===== config.mk =====
export PLATFORM = sky130hd
export DESIGN_NAME = digit_serial_subtractor
export DESIGN_NICKNAME = d
export VERILOG_FILES = /design/src/rtl/digit_serial_subtractor.sv
export SDC_FILE = /design/constraint.sdc
export NUM_CORES = 1
export LEC_CHECK = 0
export ABC_AREA = 1
export BUFFER_PORTS_ARGS = -buffer_cell sky130_fd_sc_hd__buf_4
export CELL_PAD_IN_SITES_DETAIL_PLACEMENT = 1
export CELL_PAD_IN_SITES_GLOBAL_PLACEMENT = 2
export CORE_UTILIZATION = 31
export DETAILED_ROUTE_END_ITERATION = 8
export HOLD_SLACK_MARGIN = 0.05
export PLACE_DENSITY_LB_ADDON = 0.1
export SLEW_MARGIN = 20
export SYNTH_ARGS = -nofsm -noshare
export SYNTH_HDL_FRONTEND = slang
export SYNTH_SLANG_ARGS = --single-unit

===== constraint.sdc =====
create_clock -name clk -period 3.9 [get_ports clk]
set_clock_uncertainty 0.05 [all_clocks]
set_input_delay 0 -clock clk [delete_from_list [all_inputs] [get_ports clk]]
set_output_delay 0 -clock clk [all_outputs]
set_load 0.005 [all_outputs]

===== src/rtl/digit_serial_subtractor.sv =====
// Multi-cycle subtractor: Diff = A - B - Bin, DIGIT bits per clock with the
// borrow carried between cycles in a register; valid/ready on both sides.
module digit_serial_subtractor #(
    parameter int WIDTH = 16,
    parameter int DIGIT = 4
) (
    input  logic             clk,
    input  logic             rst,
    input  logic             in_valid,
    output logic             in_ready,
    input  logic [WIDTH-1:0] A,
    input  logic [WIDTH-1:0] B,
    input  logic             Bin,
    output logic             out_valid,
    input  logic             out_ready,
    output logic [WIDTH-1:0] Diff,
    output logic             Bout,
    output logic             Zero
);
    localparam int NDIG = WIDTH / DIGIT;
    localparam int CW   = (NDIG > 1) ? $clog2(NDIG) : 1;

    typedef enum logic [1:0] {IDLE, RUN, DONE} state_t;

    state_t           state_q, state_d;
    logic [CW-1:0]    cnt_q, cnt_d;
    logic             br_q, br_d;
    logic [WIDTH-1:0] a_q, a_d, b_q, b_d;
    logic [WIDTH-1:0] diff_q, diff_d;
    logic             bout_q, bout_d, zero_q, zero_d;

    logic [DIGIT-1:0] dig;
    logic             br, ab, bb;

    always_ff @(posedge clk or posedge rst) begin
        if (rst) begin
            state_q <= IDLE;
            cnt_q   <= '0;
            br_q    <= 1'b0;
            a_q     <= '0;
            b_q     <= '0;
            diff_q  <= '0;
            bout_q  <= 1'b0;
            zero_q  <= 1'b0;
        end else begin
            state_q <= state_d;
            cnt_q   <= cnt_d;
            br_q    <= br_d;
            a_q     <= a_d;
            b_q     <= b_d;
            diff_q  <= diff_d;
            bout_q  <= bout_d;
            zero_q  <= zero_d;
        end
    end

    always_comb begin
        state_d = state_q;
        cnt_d   = cnt_q;
        br_d    = br_q;
        a_d     = a_q;
        b_d     = b_q;
        diff_d  = diff_q;
        bout_d  = bout_q;
        zero_d  = zero_q;
        dig     = '0;
        br      = br_q;
        ab      = 1'b0;
        bb      = 1'b0;
        case (state_q)
            IDLE: begin
                if (in_valid) begin
                    a_d     = A;
                    b_d     = B;
                    br_d    = Bin;
                    cnt_d   = '0;
                    state_d = RUN;
                end
            end
            RUN: begin
                // Borrow ripples bit by bit inside the current digit.
                for (int i = 0; i < DIGIT; i++) begin
                    ab     = a_q[int'(cnt_q)*DIGIT + i];
                    bb     = b_q[int'(cnt_q)*DIGIT + i];
                    dig[i] = ab ^ bb ^ br;
                    br     = (~ab & bb) | ((~ab | bb) & br);
                end
                diff_d[int'(cnt_q)*DIGIT +: DIGIT] = dig;
                br_d  = br;
                cnt_d = cnt_q + 1'b1;
                if (cnt_q == CW'(NDIG - 1)) begin
                    bout_d  = br;
                    zero_d  = (diff_d == '0);
                    state_d = DONE;
                end
            end
            DONE: begin
                if (out_ready) state_d = IDLE;
            end
            default: state_d = IDLE;
        endcase
    end

    assign in_ready  = (state_q == IDLE);
    assign out_valid = (state_q == DONE);
    assign Diff      = diff_q;
    assign Bout      = bout_q;
    assign Zero      = zero_q;
endmodule


# Word level (Yosys, flattened, before mapping)
# Index checks and enable logic that the tools add are counted.
# W data, S select, Z words.
dict set report word_totals {
  ff_bits 55
  out_inout_bits 20
  word_cells 91
}
dict set report op_classes {
  addsub 5
  order_cmp 4
  eq_ne 6
  shift 2
  muxes 31
  n_bitwise 28
  reduce_logical 7
}
# cell n
set op_table {}
lappend op_table {{$neg A4 Y33} 1}
lappend op_table {{$shift A4 B33 Y16 const A} 1}
lappend op_table {{$shiftx A4 B33 Y16} 1}
lappend op_table {{$bmux W1 S4} 6}
lappend op_table {{$bwmux W16} 1}
lappend op_table {{$logic_not A16 Y1} 1}
lappend op_table {{$lt A5 B5 Y1 const B} 3}
lappend op_table {{$mux W1} 15}
lappend op_table {{$add A4 B2 Y5 const B} 2}
lappend op_table {{$and A1 B1 Y1} 8}
lappend op_table {{$mux W2} 4}
lappend op_table {{$or A1 B1 Y1} 8}
lappend op_table {{$xor A1 B1 Y1} 8}
lappend op_table {{$pmux W2 S3} 1}
lappend op_table {{$reduce_and A2 Y1} 3}
lappend op_table {{$add A4 B1 Y5 const B} 1}
lappend op_table {{$lt A4 B5 Y1 const B} 1}
lappend op_table {{$bmux W1 S2} 2}
lappend op_table {{$eq A2 B2 Y1 const B} 2}
lappend op_table {{$ne A2 B2 Y1 const B} 2}
lappend op_table {{$not A1 Y1} 4}
lappend op_table {{$pmux W2 S2} 1}
lappend op_table {{$reduce_and A3 Y1} 1}
lappend op_table {{$add A2 B1 Y2 const B} 1}
lappend op_table {{5 further kinds} 5}

# Logic depth before layout (Yosys ltp)
# Gate-level depths: netlist (run 1).
dict set report depth {
  word_depth 14
  depth_mapped 21
  ltp_nobuf 19
}

# Worst setup path before layout (run 1)
# No wires, ideal clock.
dict set report synth_path {
  kind {reg-to-reg}
  start {register cnt_q[0]}
  end {register zero_q (netlist: Zero)}
  t_arrival_ns 3.061
  path_slack_ns 0.673
  stages_incl_launch_ff 21
  period_less_slack_ns 3.227
  cell_sequence {dfrtp_1 buf_4 inv_4 buf_2 o21ai_0 o22ai_1 fa_1 inv_1 fa_1 inv_1 fa_1 inv_1 fa_1 nor2_1 nand2_1 o21ai_0 nor2_1 nand2_1 nor2_1 nand2_1 nand2_1}
}
dict set report synth_between {
  elab_chain_cells 14
  word_cells_on_any_way 55
}
# element line_no
set synth_lines {}
lappend synth_lines {{from (decl)} 26} ;# logic [CW-1:0] cnt_q, cnt_d;
lappend synth_lines {{from (signal assigned)} 47} ;# cnt_q <= cnt_d;
lappend synth_lines {{$add A4 B1 Y5 / $bmux W1 S2 (equally long branches)} {83, 84}}
lappend synth_lines {{$bmux W1 S4 / $mux W1 (equally long branches)} 83} ;# ab = a_q[int'(cnt_q)*DIGIT + i];
lappend synth_lines {{$mux W1 (not written as such) / $not A1 Y1 (equally long branches)} {83, 86}}
lappend synth_lines {{$mux W1 (not written as such) / $or A1 B1 Y1 (equally long branches)} {83, 86}}
lappend synth_lines {{$not A1 Y1 / $and A1 B1 Y1 (equally long branches)} 86} ;# br = (~ab & bb) | ((~ab | bb) & br);
lappend synth_lines {{$or A1 B1 Y1} 86}
lappend synth_lines {{$and A1 B1 Y1} 86}
lappend synth_lines {{$or A1 B1 Y1} 86}
lappend synth_lines {{$and A1 B1 Y1} 86}
lappend synth_lines {{$or A1 B1 Y1} 86}
lappend synth_lines {{$xor A1 B1 Y1} 85} ;# dig[i] = ab ^ bb ^ br;
lappend synth_lines {{$shiftx A4 B33 Y16} 88} ;# diff_d[int'(cnt_q)*DIGIT +: DIGIT] = dig;
lappend synth_lines {{$bwmux W16} 88}
lappend synth_lines {{$logic_not A16 Y1} 93} ;# zero_d = (diff_d == '0);
lappend synth_lines {{to (signal assigned)} 53} ;# zero_q <= zero_d;
lappend synth_lines {{to (decl)} 30} ;# logic bout_q, bout_d, zero_q, zero_d;
# Parallel ways exist; a longest one is shown, timed or not. The select of a mux whose other input is x is not followed.
# A chain may end at the register's enable or synchronous reset.

# Worst setup path after layout (run 1)
# Ends and elaborated chain as after synthesis.

==> reports/results.ini, run 1 <==
[flow_run]
drv_cap=0

[clocking]
cts_bufs_inserted=5
clock_pin_slew_worst_setup_and_hold_paths_ns=0.10
ctsRootBufferMaster=clkbuf_8
clock_tree.buffer_depth=2
cts.sinks=55
clock_tree_from_tritoncts=done
insertion_delay_of_the_later_clocked_pin_in_the_worst_skew_pair_ns=0.31
htree_num_levels=2

[floorplan]
die_height_um=97.3
io_pins=57
die-area_um2=9460
num_rows=34
initial_cell_density_of_the_core=0.321
placeableCoreArea_um2=8760
fp.dieW_um=97.3

[synthesis]
synth.yosys.warnings=0
mappedNetlistNets=410
post_synth_instance_area_um2=2810
syn_area_per_cell_um2=7.75
synth_seq_area_share=0.489
post_synth_num_cell_types=26
yosys_register_bits=55
syn-instance-count=363

[run_status]
outcome=completed

[layout]
layout_filler_cell_count=1086
drive_above_1_share=0.177
most_common_cell_after_layout_fill_and_taps_aside=nand2_1
final_core_utilization=0.430
ff_latch_area_um2=1380
design_area_um2=3770
mostFrequentLayoutCells=151 x nand2_1, 59 x buf_4, 54 x dfrtp_1
design.final.nets=497
flow.area_growth_from_synthesis_pct=34.1
multi_input_area_um2=1260
n_antenna_cell=0

[grt]
initial_antenna_violation_count=0
largest_net_degree_at_the_start_of_global_routing=43
first_global_vias=2698
grt_pass1_wl_um=12900
grt.overflow.total=0
grt_usage=0.169

[setup_path]
worstSetupPathType=reg2reg
timing.critical_path.slowest_stage_cell=dfrtp_2
timing.rr.end=Zero
reg2reg_depth=18
slowest_delay_ns=0.54
peak_fanout_along_the_critical_path=18
ff2ff_setup_slack_ns=0.48
worstSetupEndpointType=flip-flop
worst-endpoint-required_ns=4.06
startpoint_class=flip-flop
rr_startpoint=cnt_q[0]
worstPathArrival_ns=3.58
crit_chain=inv_4, o21ai_0, o22ai_1, fa_1, inv_1, fa_1, inv_1, fa_1, inv_1, fa_1, nor2_1, nand2_1, o21ai_0, nor2_1, nand2_1, nor2_1, nand2_1, nand2_1

[timing]
final_critical_period_ns=3.42
post-route-worst-setup-slack_ns=0.482
slew_viol_final=0
finalSetupViolations=0
finalHoldViolations=0
setup_total_negative_slack_ns=0
tightest_slew_ns=0.618
rsz0062_at_grt=false
slew_headroom=0.586
timing.fmax_mhz=293
post-route-period-util=0.876

[drt]
wirelength_um=7570
route.antenna.remaining_nets=0
initialDrtViolationCount=42
per_cell_routed_wire_length_um=13.5
via_to_cell_ratio=4.70
first_pass_iters=4
remaining_drcs=0
route.vias.total=2626

[place]
dp_hpwl_um=5510
place.gp.congestion=0.768
placedInstanceArea_um2=3320
place.port_buffers=56
placement.setup.worst_slack_ns=0.288

[pwr]
sw_frac_of_total=0.458
net-switching-power_mw=1.41
clockPowerShare=0.114
power.share.combinational=0.548
leakage_power_total_nw=1.93
power_density_nw_per_um2=816
worst_voltage_drop_across_the_vdd_grid_mv=0.238
power_report.internal_total_mw=1.67
seq_power_share=0.339

[worst_hold_path]
min-delay-path-class=in2async

[worst max-delay path by stage]
stage | from | end | slack (ns) | cells past startpoint
detailed placement | cnt_q[0] | Zero | 0.29 | 18
finish | cnt_q[0] | Zero | 0.48 | 18
CTS | cnt_q[0] | Zero | 0.28 | 18
global placement | cnt_q[0] | Zero | 0.42 | 18
global route | cnt_q[0] | Zero | 0.13 | 18
floorplan | cnt_q[0] | Zero | 0.67 | 20
[flip-flops by register name, indices dropped and copies added (netlist names)]
register / cells
b_q: 16
Bout: 1
br_q: 1
a_q: 16
Diff: 16
cnt_q: 2
Zero: 1
state_q: 2
[routing by layer]
metal,track usage,wire (um),share of wire
met1,0.210,3490,0.46
met2,0.303,3780,0.50
met3,0.0230,184,0.024
met4,0.0543,123,0.016
met5,0,0,0
[through the flow]
step | hold slack, ns | std cells | total power [mW]
5_1_grt | 0.164 | 559 | 3.43
4_1_cts | 0.144 | 559 | 3.15
2_1_floorplan | 0.0465 | 363 | 2.20
6_report | 0.139 | 559 | 3.08
3_5_place_dp | -0.0705 | 516 | 2.75
3_3_place_gp | -0.0674 | 516 | 2.72
[critical path, delay by kind of cell (launching register included)]
kind	cells	cell delay (ns)
and+or+nand+nor	7	0.49
AOI/OAI and AO/OA	3	0.52
DFF	1	0.54
buffers and inverters	4	0.36
adders and majority gates	4	1.35
[cells by family after synthesis]
group / synth area share
DFF: 0.489
muxes: 0.00400
AOI/OAI and AO/OA: 0.100
and+or+nand+nor: 0.288
adders and majority gates: 0.0552
buffers and inverters: 0.0632
[synthesized netlist by cell type]
master / count / area [um2]
dfrtp_1: 55 / 1380
nand2_2: 2 / 12.5
o21a_1: 2 / 15.0
buf_2: 8 / 40.0
a21oi_1: 4 / 20.0
a32o_1: 2 / 20.0
ha_1: 6 / 75.1
mux2_2: 1 / 11.3
o22ai_1: 5 / 31.3
buf_4: 3 / 22.5
o21ai_0: 21 / 105
inv_2: 4 / 15.0
a21boi_1: 1 / 7.51
nor2_2: 3 / 18.8
o211ai_1: 1 / 7.51
o31ai_1: 1 / 7.51
nand3_1: 11 / 55.1
inv_1: 22 / 82.6
a31oi_1: 10 / 62.6
nand3b_1: 1 / 7.51
inv_4: 1 / 6.26
clkbuf_1: 3 / 11.3
nand2_1: 151 / 567
nor2_1: 40 / 150
fa_1: 4 / 80.1
o21ai_1: 1 / 5.00
[area by class of cell]
class / instances / share of cell area
repair buffers: 94 / 0.210
multi-input cells: 267 / 0.334
inverters: 27 / 0.0275
clock buffers: 7 / 0.0255
flip-flops and latches: 55 / 0.365
well taps: 108 / 0.0358
clock inverters: 1 / 0.00199
[power groups by stage]
stage / Clock, mW / Combinational [mW] / Sequential, mW
finish: 0.350 / 1.69 / 1.04
global route: 0.389 / 1.96 / 1.08
CTS: 0.374 / 1.73 / 1.05
detailed placement: 0 / 1.70 / 1.06
global placement: 0 / 1.67 / 1.05
floorplan: 0 / 1.22 / 0.979
[what timing repair did]
item / in CTS / in global routing
setup endpoints to repair: 0 / 1
resized for setup: 0 / 1
endpoints found under the hold margin: 47 / 0
hold buffers: 35 / 0
setup buffers: 0 / 0
Power figures use the tool's default switching activity.
==> run 2: changes to the inputs <==
--- a/config.mk
+++ b/config.mk
@@ -10,5 +10,6 @@
 export CELL_PAD_IN_SITES_DETAIL_PLACEMENT = 1
 export CELL_PAD_IN_SITES_GLOBAL_PLACEMENT = 2
-export CORE_UTILIZATION = 31
+export CORE_ASPECT_RATIO = 2
+export CORE_UTILIZATION = 28
 export DETAILED_ROUTE_END_ITERATION = 8
 export HOLD_SLACK_MARGIN = 0.05
==> constraint.sdc (replaced) <==
create_clock -name clk -period 3 [get_ports clk]
set_clock_uncertainty 0.05 [all_clocks]
set_input_delay 0.6 -clock clk [delete_from_list [all_inputs] [get_ports clk]]
set_output_delay 0.6 -clock clk [all_outputs]
set_load 0.005 [all_outputs]
==> run 2 against run 1 <==
  * The run now ends with negative setup slack left
  * Cell count grew 0.36%
  * Hold slack gained 0.29 ns
  * Largest cell class unchanged
  * Routed wire length grew 13%
  * Critical path type unchanged
  * Register-to-register slack lost 0.60 ns
  * Core utilization shrank 5.5 points
  * Sequential power grew 29%
  * Worst setup slack lost 0.60 ns
==> reports/results.ini, run 2 (synthesized netlist as in run 1, its figures left out) <==
[setup_path]
slowest_delay_ns=0.46
timing.rr.end=Diff[15]
crit_chain=buf_6, nor2_4, o22ai_2, fa_2, inv_2, fa_2, inv_2, fa_2, inv_2, fa_1, nor2_2, nand2_2, o21a_1, buf_4, o21ai_2
rr_startpoint=cnt_q[0]
timing.critical_path.slowest_stage_cell=dfrtp_2
peak_fanout_along_the_critical_path=6
worstSetupPathType=reg2reg
timing.critical_path.from=cnt_q[0]
startpoint_class=flip-flop
ff2ff_setup_slack_ns=-0.11
worst-endpoint-required_ns=3.18
worstPathArrival_ns=3.29
worstSetupEndpointType=flip-flop
reg2reg_depth=15

[drt]
route.vias.total=2551
remaining_drcs=0
initialDrtViolationCount=69
route.antenna.remaining_nets=0
per_cell_routed_wire_length_um=15.3
first_pass_iters=4
wirelength_um=8590
via_to_cell_ratio=4.55

[run_status]
outcome=finished, violations left
failed_checks=negative setup slack

[timing]
tightest_slew_ns=0.730
slew_headroom=0.513
rsz0062_at_grt=true
timing.fmax_mhz=321
post-route-period-util=1.04
post-route-worst-setup-slack_ns=-0.114
final_critical_period_ns=3.11
slew_viol_final=0
finalSetupViolations=3
finalHoldViolations=0

[grt]
grt_usage=0.185
grt.overflow.total=0
grt_pass1_wl_um=14300
initial_antenna_violation_count=0
largest_net_degree_at_the_start_of_global_routing=56
first_global_vias=2735

[clocking]
htree_num_levels=2
cts.sinks=55
ctsRootBufferMaster=clkbuf_16
clock_tree_from_tritoncts=done
clock_tree.buffer_depth=2
clock_pin_slew_worst_setup_and_hold_paths_ns=0.07
cts_bufs_inserted=5
insertion_delay_of_the_later_clocked_pin_in_the_worst_skew_pair_ns=0.30

[layout]
design_area_um2=3660
most_common_cell_after_layout_fill_and_taps_aside=nand2_1
mostFrequentLayoutCells=150 x nand2_1, 70 x buf_4, 53 x dfrtp_1
design.final.nets=475
flow.area_growth_from_synthesis_pct=30.2
drive_above_1_share=0.249
n_antenna_cell=0

[worst_hold_path]
min_from=out_ready
min_path_cells=2
min-delay-path-class=in2reg
hold_path_end=state_q[1]

[floorplan]
die-area_um2=10500
num_rows=51
die_height_um=144
fp.dieW_um=72.9
placeableCoreArea_um2=9760
io_pins=57
initial_cell_density_of_the_core=0.288

[place]
placedInstanceArea_um2=3440
dp_hpwl_um=6630
place.gp.congestion=0.855
place.port_buffers=56

[flow_run]
drv_cap=0

[pwr]
leakage_power_total_nw=1.88
totalPowerFinal_mw=4.57
power_density_nw_per_um2=1250
worst_voltage_drop_across_the_vdd_grid_mv=0.473

## run 2: changes by cell type in the layout (fill, tap and decap cells not counted), moves of 2 or more
cell           change
nand3_1            -2
o21ai_2            +2
nand3_2            +2
buf_4             +11
o21ai_1            +3
inv_1              -3
inv_2              +3
clkbuf_16          +5
fa_1               -3
nor2_1             -2
clkbuf_8           -5
fa_2               +3
dlygate4sd3_1     -35
o21ai_0            -5
## run 2: routing by layer
metal	vias up	track usage	wire, um
met5	-	0	0
met4	0	0.0826	252
met3	14	0.0168	151
met2	40	0.361	5180
met1	1222	0.193	3010
li1	1275	-	-
## run 2: layout make-up
type | instances | area, um2
Timing Repair Buffer | 72 | 557
Multi-Input combinational cell | 267 | 1300
Inverter | 27 | 104
Sequential cell | 55 | 1380
Tap cell | 132 | 165
Clock buffer | 8 | 156
Fill cell | 1212 | 6100
## run 2: worst max-delay path by stage
stage / endpoint / depth (start not counted) / slack (ns)
global placement: Zero / 18 / -0.15
detailed placement: Zero / 18 / -0.29
finish: Diff[15] / 15 / -0.11
floorplan: Zero / 19 / -0.08
global route: Diff[15] / 15 / -0.26
CTS: Diff[15] / 15 / -0.13
## run 2: timing repair
item                       4_1_cts  5_1_grt
gates resized for setup         16        4
pin swaps                        4        1
hold endpoints to repair         0        0
setup buffers                    2        0
setup endpoints to repair        4        4
hold buffers                     0        0
## run 2: where the power goes
part	switching, mW	internal, mW	total (mW)
Sequential	0.251	1.09	1.34
Clock	0.273	0.357	0.630
Combinational	1.56	1.05	2.60
## run 2: critical path, delay by kind of cell, from the launching register on
kind                     cells  cell delay, ns
AO/OA/AOI/OAI                3            0.41
flip-flops                   1            0.46
adder cells (fa/ha/maj)      4            1.31
buffers and inverters        5            0.45
AND/OR/NAND/NOR              3            0.36
## run 2: stage by stage
stage / hold WS (ns) / setup TNS [ns] / utilization / worst slack (ns) / cells
after floorplan: 0.394 / -0.0804 / - / -0.0804 / 363
after global placement: 0.413 / -0.260 / 0.353 / -0.147 / 551
after detailed placement: 0.419 / -0.615 / 0.353 / -0.293 / 551
after CTS: 0.428 / -0.281 / 0.374 / -0.125 / 561
after global routing: 0.432 / -0.666 / 0.375 / -0.257 / 561
final: 0.431 / -0.229 / 0.375 / -0.114 / 561
